===== src/rtl/siso_xfer_pkg.sv =====
// Shared types and helpers for the SISO shift-chain transfer controller.
package siso_xfer_pkg;

  typedef enum logic [1:0] {
    StIdle,
    StShift,
    StFlush,
    StDone
  } state_e;

  function automatic int unsigned cnt_width(input int unsigned width, input int unsigned depth);
    return $clog2(width + depth);
  endfunction

endpackage


===== src/rtl/siso_xfer_cnt.sv =====
// Loadable, clearable up-counter with a terminal-value compare output.
module siso_xfer_cnt #(
  parameter int unsigned Width   = 4,
  parameter int unsigned TermVal = 11
) (
  input  logic             clk_i,
  input  logic             rst_ni,
  input  logic             clr_i,
  input  logic             ld_i,
  input  logic [Width-1:0] ld_val_i,
  input  logic             inc_i,
  output logic [Width-1:0] cnt_o,
  output logic             term_o
);

  logic [Width-1:0] cnt_d, cnt_q;

  always_comb begin
    cnt_d = cnt_q;
    if (clr_i) begin
      cnt_d = '0;
    end else if (ld_i) begin
      cnt_d = ld_val_i;
    end else if (inc_i) begin
      cnt_d = cnt_q + Width'(1);
    end
  end

  always_ff @(posedge clk_i or negedge rst_ni) begin
    if (!rst_ni) begin
      cnt_q <= '0;
    end else begin
      cnt_q <= cnt_d;
    end
  end

  assign cnt_o  = cnt_q;
  assign term_o = (cnt_q == Width'(TermVal));

endmodule


===== src/rtl/siso_xfer_ctrl.sv =====
// Sequences a word MSB-first through an external DEPTH-flop SISO chain and collects it back.
// Optional loopback compare output enabled by SISO_XFER_CTRL_CHECK_EN.
module siso_xfer_ctrl
  import siso_xfer_pkg::*;
#(
  parameter int unsigned WIDTH = 8,
  parameter int unsigned DEPTH = 4
) (
  input  logic             clock,
  input  logic             reset_n,
  input  logic             in_valid,
  output logic             in_ready,
  input  logic [WIDTH-1:0] in_data,
  output logic             sr_en,
  output logic             sr_din,
  input  logic             sr_dout,
  output logic             out_valid,
  input  logic             out_ready,
  output logic [WIDTH-1:0] out_data
`ifdef SISO_XFER_CTRL_CHECK_EN
  ,
  output logic             mismatch
`endif
);

  localparam int unsigned CW = cnt_width(WIDTH, DEPTH);
  localparam logic [CW-1:0] ShiftLast = CW'(WIDTH - 1);
  localparam logic [CW-1:0] CapFirst  = CW'(DEPTH);

  state_e           state_d, state_q;
  logic [WIDTH-1:0] tx_d, tx_q;
  logic [WIDTH-1:0] rx_d, rx_q;
  logic [CW-1:0]    cnt;
  logic             cnt_term, cnt_clr, cnt_ld, cnt_inc;

  siso_xfer_cnt #(
    .Width  (CW),
    .TermVal(WIDTH + DEPTH - 1)
  ) u_cnt (
    .clk_i   (clock),
    .rst_ni  (reset_n),
    .clr_i   (cnt_clr),
    .ld_i    (cnt_ld),
    .ld_val_i('0),
    .inc_i   (cnt_inc),
    .cnt_o   (cnt),
    .term_o  (cnt_term)
  );

  always_comb begin
    state_d   = state_q;
    tx_d      = tx_q;
    rx_d      = rx_q;
    cnt_clr   = 1'b0;
    cnt_ld    = 1'b0;
    cnt_inc   = 1'b0;
    sr_en     = 1'b0;
    out_valid = 1'b0;
    in_ready  = (state_q == StIdle);

    unique case (state_q)
      StIdle: begin
        if (in_valid) begin
          tx_d    = in_data;
          rx_d    = '0;
          cnt_ld  = 1'b1;
          state_d = StShift;
        end
      end
      StShift: begin
        sr_en   = 1'b1;
        cnt_inc = 1'b1;
        // Zeros shifted in behind the word keep sr_din low through FLUSH.
        tx_d    = {tx_q[WIDTH-2:0], 1'b0};
        if (cnt == ShiftLast) begin
          state_d = StFlush;
        end
      end
      StFlush: begin
        sr_en   = 1'b1;
        cnt_inc = 1'b1;
        if (cnt_term) begin
          cnt_clr = 1'b1;
          state_d = StDone;
        end
      end
      StDone: begin
        out_valid = 1'b1;
        if (out_ready) begin
          state_d = StIdle;
        end
      end
      default: state_d = StIdle;
    endcase

    // Bits reach sr_dout only after DEPTH enabled shifts; earlier ones are stale chain contents.
    if (sr_en && (cnt >= CapFirst)) begin
      rx_d = {rx_q[WIDTH-2:0], sr_dout};
    end
  end

  always_ff @(posedge clock or negedge reset_n) begin
    if (!reset_n) begin
      state_q <= StIdle;
      tx_q    <= '0;
      rx_q    <= '0;
    end else begin
      state_q <= state_d;
      tx_q    <= tx_d;
      rx_q    <= rx_d;
    end
  end

  assign sr_din   = tx_q[WIDTH-1];
  assign out_data = (state_q == StDone) ? rx_q : '0;

`ifdef SISO_XFER_CTRL_CHECK_EN
  logic [WIDTH-1:0] shadow_q;

  always_ff @(posedge clock or negedge reset_n) begin
    if (!reset_n) begin
      shadow_q <= '0;
    end else if (state_q == StIdle && in_valid) begin
      shadow_q <= in_data;
    end
  end

  assign mismatch = (state_q == StDone) && (rx_q != shadow_q);
`endif

endmodule


===== config.mk =====
export PLATFORM = sky130hd
export DESIGN_NAME = siso_xfer_ctrl
export DESIGN_NICKNAME = d
export VERILOG_FILES = /design/src/rtl/siso_xfer_pkg.sv /design/src/rtl/siso_xfer_cnt.sv /design/src/rtl/siso_xfer_ctrl.sv
export SDC_FILE = /design/constraint.sdc
export NUM_CORES = 1
export LEC_CHECK = 0
export CAP_MARGIN = 5
export CORE_MARGIN = 8
export CORE_UTILIZATION = 50
export DETAILED_ROUTE_END_ITERATION = 10
export PLACE_DENSITY = 0.78
export SLEW_MARGIN = 25
export SYNTH_ARGS = -nofsm -noshare
export SYNTH_HDL_FRONTEND = slang
export SYNTH_HIERARCHICAL = 1
export SYNTH_SLANG_ARGS = --single-unit

===== constraint.sdc =====
create_clock -name clock -period 2.2 [get_ports clock]
set_clock_uncertainty 0.05 [all_clocks]
set_input_delay 0.33 -clock clock [delete_from_list [all_inputs] [get_ports clock]]
set_output_delay 0.33 -clock clock [all_outputs]
set_load 0.02 [all_outputs]

==> results.ini <==
[critical_path]
cp-start-kind = register
required_ns = 1.82
rrSetupSlack_ns = 0.25
critPathKind = reg -> out
rr_endpoint = tx_q[5]$_DFFE_PN0P_
timing.rr.start = state_q[0]$_DFFE_PN0P_
cp.arrival_ns = 1.68
r2r_cells = 5
endpoint_kind = output port
critPathMaxFanout = 10
startpoint = state_q[1]$_DFFE_PN0P_

[die]
fp.coreArea_um2 = 2430
die_x_um = 66.3
dieArea_um2 = 4390
initial_core_util_pct = 51.9
dieHeight_um = 66.3
ios = 25
rows = 18

[run_status]
status = finished, final reports clean

[synthesis]
netlist-cell-type-count = 30
synth_edf_count = 0
ys_ff_latch = 22
synth_cells = 132
synth_flop_cell = dfrtp_1
synth_seq_area_share_pct = 43.6
yosys_warnings = 6
syn_avg_cell_area_um2 = 9.56
syn-cell-area_um2 = 1260
async_flop_share_pct = 100

[timing]
worstMarginPinSlew_ns = 0.540
maxSlewViolCount = 0
fin_tns_setup_ns = 0
holdWs_ns = 0.314
grt_setup_unrepaired = no
relSlewSlack_pct = 63.9
timing.fmax_mhz = 486
setup_viol = 0
fin_crit_ns = 2.06
period_share_pct = 93.5
finalHoldViolCount = 0

[placement]
hpwlAfterDp_um = 2040
gp_congestion = 0.757
dp.cells = 186
port_buffers = 24

[cts]
clock_sinks = 22
cts_tree = done
h-tree-depth = 1
postCtsHoldBufs = 0
path_clk_slew_ns = 0.11
cts.repair.resized = 3
cts_buffer_depth = 2
clock_latency_ns = 0.29
post_cts_buffers = 0
cts_buffers = 3
root_buffer = clkbuf_4

[detailed_routing]
totalWireLength_um = 2740
ant_nets = 0
vias_per_cell = 5.45
drt-initial-drc-count = 52
route.detailed.drc = 0
dr.pass1.iters = 4
vias = 1030
wl_per_cell_um = 14.5

[power_and_ir_drop]
power_w = 0.00221
powerDensity_nw_per_um2 = 1400
ir_worst_vdd_mv = 0.996
leakage_nw = 0.712

[cells_and_area]
fillers = 211
antenna_cells = 0
area_growth_syn_to_layout_pct = 24.8
finalNetCount = 179
drive_above_1_share_pct = 7.55
fin_cells = 189

[grt]
grt_overflow_total = 0
grt_max_degree = 23
antenna_found_initial = 0
grt_use_total_pct = 13.2
grt_pass1_vias = 1078
grt_first_pass_wirelength_um = 4690

[run]
cap_violations = 0

[worst_hold_path]
hp-class = in -> async

## worst max-delay path: stages, from the launching register on
cell	delay (ns)
dfrtp_1	0.44
ha_4	0.21
and2_1	0.13
clkdlybuf4s50_1	0.60
## per-stage QoR
stage	util, %	setup slack (ns)	area [um2]
detailed placement	63.2	0.210	1540
floorplan	-	0.277	1270
global route	64.8	0.0432	1580
global placement	63.2	0.320	1540
finish	64.8	0.142	1580
CTS	64.2	0.0121	1560
## power by group
group	internal [W]	leakage (nW)	switching [W]
Sequential	0.000579	0.281	0.000158
Combinational	0.000612	0.418	0.000683
Clock	0.0000637	0.0138	0.000114
## synth_stat cells, types with 2 or more instances
library cell,number,area (um2)
nand2_1,20,75.1
mux2i_1,3,30.0
and2_1,9,56.3
a221o_1,7,70.1
nor2b_1,4,25.0
nand3_1,14,70.1
inv_1,5,18.8
buf_6,2,22.5
nand2b_1,6,37.5
o21a_1,3,22.5
xnor2_1,2,17.5
a21oi_1,8,40.0
clkbuf_1,2,7.51
nor2_1,4,15.0
ha_1,5,62.6
buf_2,3,15.0
dfrtp_1,22,551
## per-layer routing
layer | routed length [um] | part of all wire (%) | global-route usage [%]
met3 | 133 | 4.9 | 2.71
met1 | 1180 | 43 | 15.0
met2 | 1410 | 51 | 23.5
met5 | 0 | 0 | 0
met4 | 19 | 0.69 | 5.07
## worst max path at each step
stage	to	slack, ns	cells after the start
2_1_floorplan	state_q[1]$_DFFE_PN0P_	0.28	7
6_report	out_data[3]	0.14	3
3_3_place_gp	tx_q[5]$_DFFE_PN0P_	0.32	5
5_1_grt	out_data[2]	0.04	3
4_1_cts	in_ready	0.01	3
3_5_place_dp	tx_q[5]$_DFFE_PN0P_	0.21	5
## flip-flops by register name, summed over array words and instances (netlist names)
name,flops
u_cnt/cnt_o,4
rx_q,8
tx_q,8
state_q,2
## layout make-up
class	count	area, um2	area share (%)
Clock buffer	3	22.5	1.43
Inverter	5	18.8	1.19
Multi-Input combinational cell	101	674	42.8
Sequential cell	22	551	34.9
Tap cell	30	37.5	2.38
Timing Repair Buffer	28	272	17.2
## cell families after synthesis
kind of cell               after synthesis  synth area share, %
AOI/OAI and AO/OA                       23                 14.6
xor gates and xnor gates                 3                 2.08
adders and majority gates                5                 4.96
buffers and inverters                   12                 5.05
DFF                                     22                 43.6
muxes                                    5                 4.46
other                                    1                0.297
and+or+nand+nor                         61                 25.0
## layout by cell type, fill, tap and decap left out, types with 2 or more instances in the layout
cell type / count
a21oi_1: 8
a221o_1: 7
and2_1: 9
buf_4: 4
clkbuf_4: 3
clkdlybuf4s50_1: 22
conb_1: 4
dfrtp_1: 22
ha_1: 3
inv_1: 5
mux2i_1: 3
nand2_1: 20
nand2b_1: 6
nand3_1: 14
nor2_1: 4
nor2b_1: 4
o21a_1: 3
xnor2_1: 2
Note: power is estimated with default switching activity, not from simulation.
